`config.mk`:
```
export PLATFORM = sky130hd
export DESIGN_NAME = updown_seg_counter_n
export DESIGN_NICKNAME = d
export VERILOG_FILES = /design/src/rtl/seg_pkg.sv /design/src/rtl/seg_scan.sv /design/src/rtl/updown_seg_counter_n.sv
export SDC_FILE = /design/constraint.sdc
export NUM_CORES = 1
export LEC_CHECK = 0
export ABC_CLOCK_PERIOD_IN_PS = 3950
export CAP_MARGIN = 5
export CORE_UTILIZATION = 47
export CTS_BUF_LIST = sky130_fd_sc_hd__clkbuf_16
export DETAILED_ROUTE_END_ITERATION = 7
export PLACE_DENSITY = 0.67
export RECOVER_POWER = 25
export SLEW_MARGIN = 5
export SYNTH_ARGS = -nofsm -noshare
export SYNTH_HDL_FRONTEND = slang
export SYNTH_SLANG_ARGS = --single-unit
export TNS_END_PERCENT = 100
```
`constraint.sdc`:
```
create_clock -name clkt -period 3.95 [get_ports clkt]
set_input_delay 0.79 -clock clkt [delete_from_list [all_inputs] [get_ports clkt]]
set_output_delay 0.79 -clock clkt [all_outputs]
set_load 0.02 [all_outputs]
```
`src/rtl/seg_pkg.sv`:
```
// Shared constants for the BCD up/down counter and its 7-segment scanner.
// Segment patterns are active-low, bit order {g,f,e,d,c,b,a}.
package seg_pkg;

    localparam int BCD_W      = 4;
    localparam int MAX_DIGITS = 8;

    localparam logic [6:0] SEG_BLANK = 7'b1111111;
    localparam logic [6:0] SEG_0     = 7'b1000000;
    localparam logic [6:0] SEG_1     = 7'b1111001;
    localparam logic [6:0] SEG_2     = 7'b0100100;
    localparam logic [6:0] SEG_3     = 7'b0110000;
    localparam logic [6:0] SEG_4     = 7'b0011001;
    localparam logic [6:0] SEG_5     = 7'b0010010;
    localparam logic [6:0] SEG_6     = 7'b0000010;
    localparam logic [6:0] SEG_7     = 7'b1111000;
    localparam logic [6:0] SEG_8     = 7'b0000000;
    localparam logic [6:0] SEG_9     = 7'b0010000;

    typedef enum logic {
        DIR_DOWN = 1'b0,
        DIR_UP   = 1'b1
    } dir_e;

    // Non-decimal codes cannot occur in a legal count; show them blank.
    function automatic logic [6:0] seg_decode(input logic [BCD_W-1:0] d);
        logic [6:0] p;
        case (d)
            4'd0:    p = SEG_0;
            4'd1:    p = SEG_1;
            4'd2:    p = SEG_2;
            4'd3:    p = SEG_3;
            4'd4:    p = SEG_4;
            4'd5:    p = SEG_5;
            4'd6:    p = SEG_6;
            4'd7:    p = SEG_7;
            4'd8:    p = SEG_8;
            4'd9:    p = SEG_9;
            default: p = SEG_BLANK;
        endcase
        return p;
    endfunction

endpackage

```
`src/rtl/seg_scan.sv`:
```
// Multiplexed 7-segment scanner: scan prescaler, digit index, digit mux,
// decoder and registered anode/cathode/decimal-point outputs.
// Optional feature macro: LEADING_ZERO_BLANK_EN blanks leading zero digits
// (digit 0 is always shown).
module seg_scan
    import seg_pkg::*;
#(
    parameter int DIGITS   = 8,
    parameter int SCAN_DIV = 100000
) (
    input  logic                        i_clk,
    input  logic                        i_rst,
    input  logic [DIGITS*BCD_W-1:0]     i_cnt,
    input  logic                        i_down,
    output logic                        o_dp_n,
    output logic [6:0]                  o_seg_n,
    output logic [MAX_DIGITS-1:0]       o_an_n
);

    localparam int SCAN_W = $clog2(SCAN_DIV);
    localparam int IDX_W  = $clog2(MAX_DIGITS);

    logic [SCAN_W-1:0]             r_scan;
    logic [IDX_W-1:0]              r_idx;
    logic                          r_dp_n;
    logic [6:0]                    r_seg_n;
    logic [MAX_DIGITS-1:0]         r_an_n;

    logic [MAX_DIGITS*BCD_W-1:0]   w_cnt_pad;
    logic [BCD_W-1:0]              w_digit;
    logic                          w_blank;

    // Widen the count to the full digit range so the mux indexes stay constant.
    always_comb begin
        w_cnt_pad = '0;
        w_cnt_pad[DIGITS*BCD_W-1:0] = i_cnt;
    end

    // Select the BCD digit addressed by the current scan index.
    always_comb begin
        w_digit = '0;
        for (int k = 0; k < MAX_DIGITS; k++) begin
            if (r_idx == IDX_W'(k)) begin
                w_digit = w_cnt_pad[k*BCD_W +: BCD_W];
            end
        end
    end

`ifdef LEADING_ZERO_BLANK_EN
    // Blank a non-zero index whose digit and every higher digit are zero.
    always_comb begin
        w_blank = (r_idx != '0);
        for (int k = 0; k < MAX_DIGITS; k++) begin
            if ((IDX_W'(k) >= r_idx) && (w_cnt_pad[k*BCD_W +: BCD_W] != '0)) begin
                w_blank = 1'b0;
            end
        end
    end
`else
    assign w_blank = 1'b0;
`endif

    // Advance the scan slot and register the drive for the current digit.
    always_ff @(posedge i_clk) begin
        if (i_rst) begin
            r_scan  <= '0;
            r_idx   <= '0;
            r_dp_n  <= 1'b1;
            r_seg_n <= SEG_BLANK;
            r_an_n  <= '1;
        end else begin
            if (r_scan == SCAN_W'(SCAN_DIV - 1)) begin
                r_scan <= '0;
                r_idx  <= (r_idx == IDX_W'(DIGITS - 1)) ? '0 : r_idx + IDX_W'(1);
            end else begin
                r_scan <= r_scan + SCAN_W'(1);
            end
            r_an_n  <= ~(MAX_DIGITS'(1) << r_idx);
            r_seg_n <= w_blank ? SEG_BLANK : seg_decode(w_digit);
            r_dp_n  <= ~((r_idx == '0) && i_down);
        end
    end

    assign o_dp_n  = r_dp_n;
    assign o_seg_n = r_seg_n;
    assign o_an_n  = r_an_n;

endmodule

```
`src/rtl/updown_seg_counter_n.sv`:
```
// DIGITS-digit BCD up/down counter with programmable count rate and a
// multiplexed active-low 7-segment display.
// DIGITS: 1..8, SCAN_DIV: >= 2 clocks per display slot.
// Optional feature macro: LEADING_ZERO_BLANK_EN (handled in seg_scan).
module updown_seg_counter_n
    import seg_pkg::*;
#(
    parameter int DIGITS   = 8,
    parameter int SCAN_DIV = 100000
) (
    input  logic                  clkt,
    input  logic                  rstt,
    input  logic [4:0]            SW1,
    input  logic                  udt,
    input  logic                  ent,
    output logic                  seg,
    output logic [6:0]            Cnode1,
    output logic [MAX_DIGITS-1:0] AN1,
    output logic                  wrapt
);

    localparam int CNT_W = DIGITS * BCD_W;

    logic [31:0]      r_presc;
    logic [CNT_W-1:0] r_cnt;
    logic             r_wrap;

    logic [31:0]      w_mask;
    logic             w_tick;
    dir_e             w_dir;
    logic [CNT_W-1:0] w_next;
    logic [BCD_W-1:0] w_dig;
    logic             w_carry;

    // SW1 picks how many low prescaler bits must all be ones for a tick.
    assign w_mask = (32'd1 << SW1) - 32'd1;
    assign w_tick = ((r_presc & w_mask) == w_mask);
    assign w_dir  = dir_e'(udt);

    // Ripple a carry (up) or borrow (down) through the BCD digits; a carry
    // out of the top digit is exactly the wrap condition.
    always_comb begin
        w_next  = r_cnt;
        w_dig   = '0;
        w_carry = 1'b1;
        for (int d = 0; d < DIGITS; d++) begin
            w_dig = r_cnt[d*BCD_W +: BCD_W];
            if (w_carry) begin
                if (w_dir == DIR_UP) begin
                    if (w_dig == 4'd9) begin
                        w_next[d*BCD_W +: BCD_W] = 4'd0;
                    end else begin
                        w_next[d*BCD_W +: BCD_W] = w_dig + 4'd1;
                        w_carry = 1'b0;
                    end
                end else begin
                    if (w_dig == 4'd0) begin
                        w_next[d*BCD_W +: BCD_W] = 4'd9;
                    end else begin
                        w_next[d*BCD_W +: BCD_W] = w_dig - 4'd1;
                        w_carry = 1'b0;
                    end
                end
            end
        end
    end

    // Free-running prescaler and the counter with its one-cycle wrap pulse.
    always_ff @(posedge clkt) begin
        if (rstt) begin
            r_presc <= '0;
            r_cnt   <= '0;
            r_wrap  <= 1'b0;
        end else begin
            r_presc <= r_presc + 32'd1;
            r_wrap  <= 1'b0;
            if (w_tick && ent) begin
                r_cnt  <= w_next;
                r_wrap <= w_carry;
            end
        end
    end

    assign wrapt = r_wrap;

    seg_scan #(
        .DIGITS   (DIGITS),
        .SCAN_DIV (SCAN_DIV)
    ) u_seg_scan (
        .i_clk   (clkt),
        .i_rst   (rstt),
        .i_cnt   (r_cnt),
        .i_down  (w_dir == DIR_DOWN),
        .o_dp_n  (seg),
        .o_seg_n (Cnode1),
        .o_an_n  (AN1)
    );

endmodule
```
## After elaboration in Yosys (flattened, before gate mapping)

Memory sizes are Yosys's and may differ from the RTL's. A register that Yosys moved wholly into a read port is not among the register bits.
Cells that the tools add are included.

- Bits in writable memories: 0
- Register bits after elaboration: 94
- Output and inout bits: 17
- ROM bits: 112
- Memories kept: 1
- Bits in latches: 0

- $lt $le $gt $ge: 0
- Equal/unequal tests: 17
- Mux-type cells: 63
- Divide/modulo/power cells: 0
- Reductions and logical operators: 20
- $add $sub $neg: 20
- Bitwise operators: 6
- Shifts and indexed selects: 2
- Multiply operators: 0

Memories:

| name | words | width | rd ports | clocked after Yosys merged registers in | write ports | line | RTL |
|---|---|---|---|---|---|---|---|
| (no name shown) | 16 | 7 | 1 | 1 | 0 | seg_pkg.sv:28 | `case (d)` |

Operators with widths:

| operator | count |
|---|---|
| 2-to-1 mux 4 bit | 32 |
| adder 32 x 1 -> 32 bit, second input constant | 1 |
| adder 4 x 1 -> 4 bit, second input constant | 8 |
| bitwise AND 32 bit | 1 |
| equality test 32 bit | 1 |
| equality test 4 bit, second input constant | 8 |
| logical NOT 4 bit | 8 |
| left shift 1 x 5 -> 32 bit, first input constant | 1 |
| subtractor 32 x 1 -> 32 bit, second input constant | 1 |
| subtractor 4 x 1 -> 4 bit, second input constant | 8 |
| 2-to-1 mux 1 bit | 30 |
| adder 17 x 1 -> 17 bit, second input constant | 1 |
| equality test 17 bit, second input constant | 1 |
| AND reduction 2 bit | 7 |
| equality test 3 bit, second input constant | 4 |
| NOT 8 bit | 1 |
| left shift 1 x 3 -> 8 bit, first input constant | 1 |
| equality test 3 x 2 -> 1 bit, second input constant | 2 |
| NOT 1 bit | 4 |
| adder 3 x 1 -> 3 bit, second input constant | 1 |
| equality test 3 x 1 -> 1 bit, second input constant | 1 |
| logical NOT 3 bit | 1 |
| 2-to-1 mux 3 bit | 1 |
| OR reduction 3 bit | 1 |
| 2 further kinds | 3 |

## Longest topological paths before layout

- Depth after elaboration: 11
- Depth in mapped cells: 16
- Depth with buffers taken out: 12

## Cells and area by module

From an unflattened synthesis, not the netlist that was laid out.

- Cells, all modules: 773
- Area total of the unflattened synthesis: 6,084.6 um2

By module, submodules not included:

| module | cells an instance | area an instance (um2) | seq. area each (um2) | times used |
|---|---|---|---|---|
| updown_seg_counter_n | 562 | 4,227.8 | 1,281.2 | 1 |
| seg_scan | 211 | 1,856.8 | 720.7 | 1 |

## Least setup slack after synthesis

Ideal clock, no wire load.

- Path type: input to register
- Start point: in SW1[1]
- End point: reg r_cnt[18]
- Stages: 15
- Required time: 3,806 ps
- Data arrival time: 3,714 ps
- Path slack: 93 ps
- Library setup time: 144 ps
- Cells stage by stage: buf_2 nor3_1 nand2_1 nor2_1 inv_1 ha_1 buf_2 buf_1 a2bb2oi_1 o211ai_1 a2111oi_0 nand3_1 buf_2 o311ai_0 o221ai_1

- Word-level cells in the longest chain between the ends: 6

RTL lines:

| item | line | RTL |
|---|---|---|
| start: declaration | updown_seg_counter_n.sv:13 | `input logic [4:0] SW1,` |
| left shift 1 x 5 -> 32 bit * | updown_seg_counter_n.sv:36 | `assign w_mask = (32'd1 << SW1) - 32'd1;` |
| subtractor 32 x 1 -> 32 bit * | updown_seg_counter_n.sv:36 |  |
| bitwise AND 32 bit | updown_seg_counter_n.sv:37 | `assign w_tick = ((r_presc & w_mask) == w_mask);` |
| equality test 32 bit * | updown_seg_counter_n.sv:37 |  |
| logical AND 1 bit * | updown_seg_counter_n.sv:77 | `if (w_tick && ent) begin` |
| AND reduction 2 bit (no source line) * | -- |  |
| end signal: assignment | updown_seg_counter_n.sv:78 | `r_cnt <= w_next;` |
| end: declaration | updown_seg_counter_n.sv:25 | `logic [CNT_W-1:0] r_cnt;` |

Every way passes the cells marked *; elsewhere a longest branch is shown, timed or not.
A chain may end at the register's enable or synchronous reset.

## Final worst setup path

- Start point: in SW1[1]
- End point: reg r_cnt[28]

Same word-level chain as after synthesis.

==> flow_results.org <==
** Placed design
- HPWL after detailed placement :: 11.5 mm
- Setup WS pre-CTS :: -0.453 ns
- Port Buf Inserts :: 25
- Routability-driven placement finished with a final weighted congestion of 0.925.
- DP Area :: 7220 um^2
- Counting tap cells, the placed design contains a total of 1,069 instances.

** Critical path
- For the worst setup path, the data required time is 4.23 ns.
- For flop-to-flop paths, the worst setup slack is 0.84 ns.
- The worst setup path is of the primary input to flip-flop kind.
- Crit path arrival time :: 4.04 ns
- In this run the critical register-to-register path is captured at u_seg_scan.o_seg_n[3].
- STA classifies the critical path startpoint as a primary input.
- Of all nets on the critical path, the largest fanout is 14.
- Number of cells on the worst reg-to-reg path :: 10
- R2R Path Start :: u_seg_scan.r_idx[2]
- STA classifies the critical path endpoint as a flip-flop.

** Power
- In this run the power density over the cells is 270 nW/um^2.
- Part of the power in the clock network :: 0.408
- Net switching power :: 0.517 mW
- Cell internal power was estimated by the tool at 1.52 mW.
- The share of total power dissipated in sequential elements is 0.503.
- Total leakage power :: 2.58 nW
- The share of total power dissipated in combinational logic is 0.089.
- Overall power :: 2.03 mW
- The worst-case IR drop observed on VDD is 0.180 mV.
- Of the total power, the share spent switching nets is 0.254.

** Die
- The die is 121 um tall.
- For this configuration, the core starts out at a cell density of 0.480.
- In this run the core area contains 43 standard-cell rows.
- Total Die Area :: 14,600 um^2
- Placeable core region :: 13,800 um^2
- Overall die width :: 121 um
- During I/O placement, the number of pins put on the boundary was 26.

** Cells and area
- Layout cells sized above 1 :: 0.100
- Non-filler cells in the finished layout :: 1,087
- Fill count :: 1,350
- Area delta synth->final :: 13.7%
- For this run, the share of the core covered by cells in the final layout is 0.545.
- Number of antenna diodes :: 0
- Summing all flip-flop and latch instances after layout gives 2000 um^2.
- Number of nets at the end of the flow :: 925
- After routing the design area is 7540 um^2.
- Footprint of the multi-input gates :: 4240 um^2

** STA
- FMAX :: 266 MHz
- Worst setup skew after layout :: 0.00911 ns
- Least-Margin Pin Slew :: 1.08 ns
- Crit share post-route :: 0.952
- Hold slack final :: 0.448 ns
- For the finished layout, the period the worst path requires is 3.76 ns.
- Final count of pins violating max slew :: 0
- For the final routed database, the setup TNS stands at 0 ns.
- Once routing completed, OpenROAD measured the worst setup slack at 0.190 ns.
- Normalized max-slew margin :: 0.278
- Setup violations remaining at the end of the flow were counted as 0.
- The number of hold violations in the final report is 0.

** Route
- Wire length reported by the detailed router :: 16.7 mm
- In the routed design, unresolved DRC markers number 0.
- Ratio of routed vias to standard cells :: 5.91
- Number of DRC violations after detailed-routing iteration 0 :: 447
- First-pass iteration count of the detailed router :: 5
- Antenna Nets Post-Route :: 0
- Dividing the detail-routed wire length by the instance count gives 15.3 um.
- For this block, the via count after detailed routing is 6,422.

** Global route
- Via count of the first global-routing pass :: 5,682
- First-pass GRT wire length :: 27.8 mm
- The number of antenna violations at the first check in global routing was 0.
- Maximum number of pins on one net before global-route repair :: 76
- The total overflow left after global routing is 0.
- Aggregate global-route resource usage :: 0.235

** Clock network
- No sink is reached through more buffers than the 2 on the longest clock path.
- CTS buffer count :: 9
- Clock latency at the later pin of the worst-skew pair :: 0.36 ns
- The cell sitting at the root of the clock tree is a sky130_fd_sc_hd__clkbuf_16.
- In this run the number of H-tree levels came out at 3.
- TritonCTS clock tree :: yes
- Clock input transition at the sequential cells of the worst setup and hold paths :: 0.07 ns
- The clock drives 100 sinks.

** Worst hold path
- Worst Hold Class :: flip-flop to flip-flop
- The worst hold path begins at u_seg_scan.r_scan[0].
- Number of cells traversed by the worst hold path :: 1
- For hold timing, the worst endpoint is u_seg_scan.r_scan[0].

** Synth
- In this run, synthesis inferred 0 flip-flops with an integrated enable.
- Library cell with the largest summed area after synthesis :: sky130_fd_sc_hd__dfxtp_1
- By count the netlist is led by sky130_fd_sc_hd__nor2_1, sky130_fd_sc_hd__dfxtp_1, sky130_fd_sc_hd__nand2_1.
- By area the synthesized netlist is led by sky130_fd_sc_hd__dfxtp_1, sky130_fd_sc_hd__nor2_1, sky130_fd_sc_hd__nand2_1.
- Flip-flop and latch count after synthesis :: 100
- The most common cell in the synthesized netlist is sky130_fd_sc_hd__nor2_1.
- Number of distinct library cells after synthesis :: 69
- Cell area after synthesis :: 6630 um^2
- After synthesis, the share of flip-flops with an asynchronous set or reset is 0.
- Most used flip-flop cell after synthesis :: sky130_fd_sc_hd__dfxtp_1
- Synthesis handed over a netlist of 892 instances.
- For this run, the register share of the synthesized area comes to 0.302.
- Synthesized net count :: 915
- Mean area per synthesized cell :: 7.44 um^2
- Area share of the largest cell type after synthesis :: 0.302
- Yosys warnings :: 0

** Flow run
- The tool flagged a number of max-cap violations equal to 0.

** Run status
- The flow ran to the end, and the final reports show no timing, DRC or antenna violations.
[placed cells by master, fill, tap and decap left out, types with 8 or more instances in the layout]
master	count
sky130_fd_sc_hd__a21o_1	8
sky130_fd_sc_hd__a21oi_1	38
sky130_fd_sc_hd__a221oi_1	8
sky130_fd_sc_hd__a311oi_1	17
sky130_fd_sc_hd__a31oi_1	22
sky130_fd_sc_hd__and2_1	9
sky130_fd_sc_hd__and3_1	18
sky130_fd_sc_hd__buf_4	52
sky130_fd_sc_hd__clkbuf_16	9
sky130_fd_sc_hd__clkdlybuf4s50_1	23
sky130_fd_sc_hd__dfxtp_1	100
sky130_fd_sc_hd__ha_1	13
sky130_fd_sc_hd__inv_1	29
sky130_fd_sc_hd__mux2i_1	9
sky130_fd_sc_hd__nand2_1	77
sky130_fd_sc_hd__nand2b_1	16
sky130_fd_sc_hd__nand3_1	43
sky130_fd_sc_hd__nand3b_1	10
sky130_fd_sc_hd__nand4_1	14
sky130_fd_sc_hd__nor2_1	103
sky130_fd_sc_hd__nor2b_1	16
sky130_fd_sc_hd__nor3_1	15
sky130_fd_sc_hd__nor4_1	20
sky130_fd_sc_hd__o21ai_0	40
sky130_fd_sc_hd__o22ai_1	9
sky130_fd_sc_hd__o31ai_1	14
sky130_fd_sc_hd__or3_1	13
sky130_fd_sc_hd__xnor2_1	25
sky130_fd_sc_hd__xor2_1	26
[worst max path at each step]
stage,slack (ns),endpoint,cells after the start,from
after floorplan,0.09,r_cnt[18],15,SW1[1]
after global placement,-0.41,r_cnt[11],14,SW1[1]
after detailed placement,-0.45,r_cnt[5],14,SW1[1]
after CTS,0.09,r_cnt[28],14,SW1[1]
after global routing,-0.007,r_cnt[27],14,SW1[1]
final,0.19,r_cnt[28],14,SW1[1]
[layout make-up]
| class | count | share of cell area |
|---|---|---|
| multi-input cells | 682 | 0.563 |
| flip-flops and latches | 100 | 0.266 |
| repair buffers | 81 | 0.0921 |
| clock buffers | 9 | 0.0299 |
| well taps | 180 | 0.0299 |
| inverters | 28 | 0.0139 |
| clock inverters | 7 | 0.00564 |
[layer usage]
layer,wire length (um),share of wire,track usage
met1,8060,0.48,0.317
met2,7670,0.46,0.375
met3,636,0.038,0.0316
met4,319,0.019,0.0965
met5,0,0,0
[critical path, cell delays in order]
cell and delay, ns:
sky130_fd_sc_hd__clkdlybuf4s50_1 0.46, sky130_fd_sc_hd__or2_2 0.33, sky130_fd_sc_hd__nor3_2 0.13, sky130_fd_sc_hd__nand2_1 0.13, sky130_fd_sc_hd__ha_4 0.23, sky130_fd_sc_hd__buf_4 0.16
sky130_fd_sc_hd__nor2b_1 0.10, sky130_fd_sc_hd__o22ai_1 0.09, sky130_fd_sc_hd__a211oi_1 0.21, sky130_fd_sc_hd__nand4_1 0.16, sky130_fd_sc_hd__or3_4 0.46, sky130_fd_sc_hd__buf_4 0.16
sky130_fd_sc_hd__or4_1 0.46, sky130_fd_sc_hd__a21oi_1 0.15
[power by group through the flow]
stage          Combinational [mW]  Sequential, mW  Clock [mW]
6_report                    0.181            1.02       0.830
5_1_grt                     0.200            1.02       0.884
4_1_cts                     0.179            1.02       0.852
3_5_place_dp                0.177            1.05           0
3_3_place_gp                0.177            1.05           0
2_1_floorplan               0.112            1.05           0
[what timing repair did]
item	CTS	global route
pin swaps	0	1
setup endpoints to repair	18	31
gates resized for setup	4	5
hold buffers	0	0
buffers inserted	0	2
[kinds of logic after synthesis]
kind of cell               Yosys count  synth area share
and+or+nand+nor                    393             0.302
AOI/OAI and AO/OA                  213             0.219
buffers and inverters              110            0.0656
DFF                                100             0.302
xor gates and xnor gates            51            0.0673
adders and majority gates           14            0.0264
muxes                               11            0.0170
[state kept, by name, indices dropped and copies added (netlist names)]
register            cells
r_cnt                  32
r_presc                31
u_seg_scan.r_scan      17
u_seg_scan.o_an_n       8
u_seg_scan.o_seg_n      7
u_seg_scan.r_idx        3
u_seg_scan.o_dp_n       1
wrapt                   1
Power figures use the tool's default switching activity.
==> RTL change 1: new RTL, config.mk and constraints unchanged <==
Build with the macro `LEADING_ZERO_BLANK_EN` defined.
--- a/src/rtl/seg_scan.sv
+++ b/src/rtl/seg_scan.sv
@@ -3,4 +3,6 @@
 // Optional feature macro: LEADING_ZERO_BLANK_EN blanks leading zero digits
 // (digit 0 is always shown).
+`define LEADING_ZERO_BLANK_EN
+
 module seg_scan
     import seg_pkg::*;
Function: same outputs for any inputs over 10 cycles, from zero or initial values and one cycle with rstt high; that may be too few to reach the edited logic, so the function may still have changed.
==> RTL change 1 against the unedited design <==
- power is 4.2% higher
- worst hold slack about the same
- synthesized area is 1.7% higher
- worst setup slack got worse by 0.049 ns
- cell count barely moved
- sequential cell count stayed put
- die area up 1.7%
- cell area up 1.9%
- first-iteration DRC count up 34%
- critical path depth down 1
- count of clock-buffer cells in the layout did not move
- wire length rose by 0.41%
- core utilization increased by 0.61 points
- sequential power about the same
==> RTL change 1: results (changes against the unedited design) <==
Outcome: complete, no violations (unchanged)
Die Area: 14,800 sq um (was 14,600 sq um)
Critical path startpoint: SW1[4] (was SW1[1])
Metal2 WL: 7820 um (was 7670 um)
Iteration-0 DRC Markers: 601 (was 447)
Met1 wire length: 8000 um (was 8060 um)
First-pass GRT wire length: 27,300 um (was 27,800 um)
Buffer share of cell area: 8.93% (was 9.21%)
CP arrival: 4.10 ns (was 4.04 ns)
Util after Layout: 55.1% (was 54.5%)
Routed len/inst: 15.4 um (was 15.3 um)
Final clock skew: 0.0158 ns (was 0.00911 ns)
Placer Congestion: 0.897 (was 0.925)
Non-clk bufs: 79 (was 81)
WL met3: 584 um (was 636 um)
Leakage: 2.80 nW (was 2.58 nW)
Fillers: 1,295 (was 1,350)
Post-placement cell count: 1,067 (was 1,069)
Top cells by area, synth: dfxtp_1, nor2_1, xor2_1 (was dfxtp_1, nor2_1, nand2_1)
Hpwl dp: 11,500 um (about the same)
Pre-CTS setup slack: -0.326 ns (was -0.453 ns)
Peak VDD IR: 0.212 mV (was 0.180 mV)
Largest net degree at the start of global routing: 45 (was 76)
Reg-to-Reg End: u_seg_scan.o_seg_n[4] (was u_seg_scan.o_seg_n[3])
WL final: 16,800 um (was 16,700 um)
[RTL change 1: cell count changes after synthesis, moves of 7 or more]
cell      delta
a311oi_1    -10
a31oi_1      -7
buf_2        -7
nand2_1     -12
nor2_1       -7
nor3_1       +8
o21ai_1      +7
or3_1        +7
[RTL change 1: power groups by stage]
stage	registers [mW]	clock network [mW]	logic [mW]
4_1_cts	1.02	0.912	0.205
3_5_place_dp	1.05	0	0.204
5_1_grt	1.03	0.950	0.231
3_3_place_gp	1.05	0	0.205
2_1_floorplan	1.05	0	0.134
6_report	1.02	0.884	0.212
[RTL change 1: logic make-up after synthesis]
kind of cell,Yosys count,share of synthesized area [%]
buf+inv,106,6.42
compound gates,216,22.0
xor+xnor,52,6.75
fa+ha+maj,14,2.60
mux,7,1.11
simple gates,396,31.4
flops,100,29.7
[RTL change 1: worst register-to-register path: cells and delay by family, from the launching register on]
| family | cells | cell delay (ns) |
|---|---|---|
| flip-flops | 1 | 0.67 |
| AO/OA/AOI/OAI | 5 | 1.42 |
| adder cells (fa/ha/maj) | 2 | 0.51 |
| buffers and inverters | 2 | 0.26 |
| AND/OR/NAND/NOR | 1 | 0.17 |
[RTL change 1: worst min-delay path by stage]
stage,start,endpoint,slack [ns],depth (start not counted)
global route,u_seg_scan.r_scan[0],u_seg_scan.r_scan[0],0.47,1
floorplan,u_seg_scan.r_scan[0],u_seg_scan.r_scan[0],0.42,1
detailed placement,u_seg_scan.r_scan[0],u_seg_scan.r_scan[0],0.44,1
CTS,u_seg_scan.r_scan[0],u_seg_scan.r_scan[0],0.45,1
global placement,u_seg_scan.r_scan[0],u_seg_scan.r_scan[0],0.43,1
finish,u_seg_scan.r_scan[0],u_seg_scan.r_scan[0],0.45,1
==> RTL change 2: new RTL, same flow settings <==
Made on the original files. Make the reset (`i_rst` and `rstt`) asynchronous in 2 clocked blocks.
--- a/src/rtl/seg_scan.sv
+++ b/src/rtl/seg_scan.sv
@@ -62,5 +62,5 @@
 
     // Advance the scan slot and register the drive for the current digit.
-    always_ff @(posedge i_clk) begin
+    always_ff @(posedge i_clk or posedge i_rst) begin
         if (i_rst) begin
             r_scan  <= '0;
--- a/src/rtl/updown_seg_counter_n.sv
+++ b/src/rtl/updown_seg_counter_n.sv
@@ -67,5 +67,5 @@
 
     // Free-running prescaler and the counter with its one-cycle wrap pulse.
-    always_ff @(posedge clkt) begin
+    always_ff @(posedge clkt or posedge rstt) begin
         if (rstt) begin
             r_presc <= '0;
Function: differs if rstt is asserted again (counterexample within 4 cycles, from zero or initial values and one cycle with rstt high); with rstt held inactive, the same outputs for 10 cycles.
==> RTL change 2 against the unedited design <==
- cell area barely moved
- via count fell by 10%
- worst setup slack improved by 0.061 ns
- count of clock-buffer cells in the layout did not move
- critical endpoint is now r_cnt[30]
- non-clock buffer count rose by 1
- power rose by 0.57%
- sequential cell count did not move
- cell count fell by 11%
- the run now ends with max-capacitance violations, max-slew violations left
- wire length fell by 5.2%
- largest cell class unchanged
- first-iteration DRC count fell by 1.1%
- synthesized area fell by 2.6%
==> RTL change 2: results (changes against the unedited design) <==
Pre-CTS setup slack: -0.537 ns (was -0.453 ns)
Final Slew Violations: 44 (was 0)
Vias in the first global route: 5,533 (was 5,682)
Failing checks: max-capacitance violations, max-slew violations
Hpwl dp: 11,100 um (was 11,500 um)
First-pass GRT wire length: 26,800 um (was 27,800 um)
Max Cap Viol: 1 (was 0)
Final clock skew: 0.00958 ns (was 0.00911 ns)
Top cells by area, synth: dfrtp_1, dfstp_2, xnor2_1 (was dfxtp_1, nor2_1, nand2_1)
Syn Nets: 773 (was 915)
Post-synth top cells: dfrtp_1, nand2_1, nor2_1, o21ai_0, xnor2_1 (was nor2_1, dfxtp_1, nand2_1, clkbuf_1, nand3_1)
Critical path startpoint: SW1[0] (was SW1[1])
Slew @ Worst Pin: 1.92 ns (was 1.08 ns)
Peak VDD IR: 0.233 mV (was 0.180 mV)
R2R Path Start: r_cnt[6] (was u_seg_scan.r_idx[2])
Outcome: complete, but fails checks (was complete, no violations)
Post-Synthesis Cells: 750 (was 892)
Slowest stage delay, CP: 0.52 ns (was 0.46 ns)
Logic power comb: 0.160 mW (was 0.181 mW)
Sequential element share of the synthesized area: 39.1% (was 30.2%)
Iteration-0 DRC Markers: 442 (was 447)
R2r setup slk: 0.69 ns (was 0.84 ns)
Combinational power share: 7.8% (was 8.9%)
Tmin final: 3.70 ns (was 3.76 ns)
Nets: 811 (was 925)
Post-placement cell count: 953 (was 1,069)
M3 GR Usage: 4.02% (was 3.16%)
Ys async rst share: 100% (was 0%)
Routing usage on met1: 31.3% (was 31.7%)
Critical path's top delay family: buffers and inverters (was simple AND/OR/NAND/NOR gates)
GR Util All Layers: 23.3% (was 23.5%)
[RTL change 2: changes by cell type in the layout (fill, tap and decap cells not counted), moves of 14 or more]
cell | before | now
nand2_1 | 77 | 61
dfxtp_1 | 100 | 0
nand3_1 | 43 | 29
a311oi_1 | 17 | 1
xnor2_1 | 25 | 42
nor2_1 | 103 | 56
dfstp_2 | 0 | 16
dfrtp_1 | 0 | 84
[RTL change 2: what timing repair did]
item,in CTS,in global routing
buffers inserted,0,0
setup endpoints to repair,20,24
resized for setup,6,16
pin swaps,2,2
[RTL change 2: final cells by class]
cell class	instances	area [sq um]
clock inverter	7	57.6
sequential	100	2520
tap	176	220
clock buffer	9	225
fill	1165	5750
timing repair buffer	82	717
multi-input combinational	564	3680
inverter	31	118
[RTL change 2: cell families after synthesis]
group                      synth area share (%)
AOI/OAI and AO/OA                          20.7
DFF                                        39.1
muxes                                      1.28
adders and majority gates                  2.71
xor gates and xnor gates                   7.73
buffers and inverters                      5.31
and+or+nand+nor                            23.3
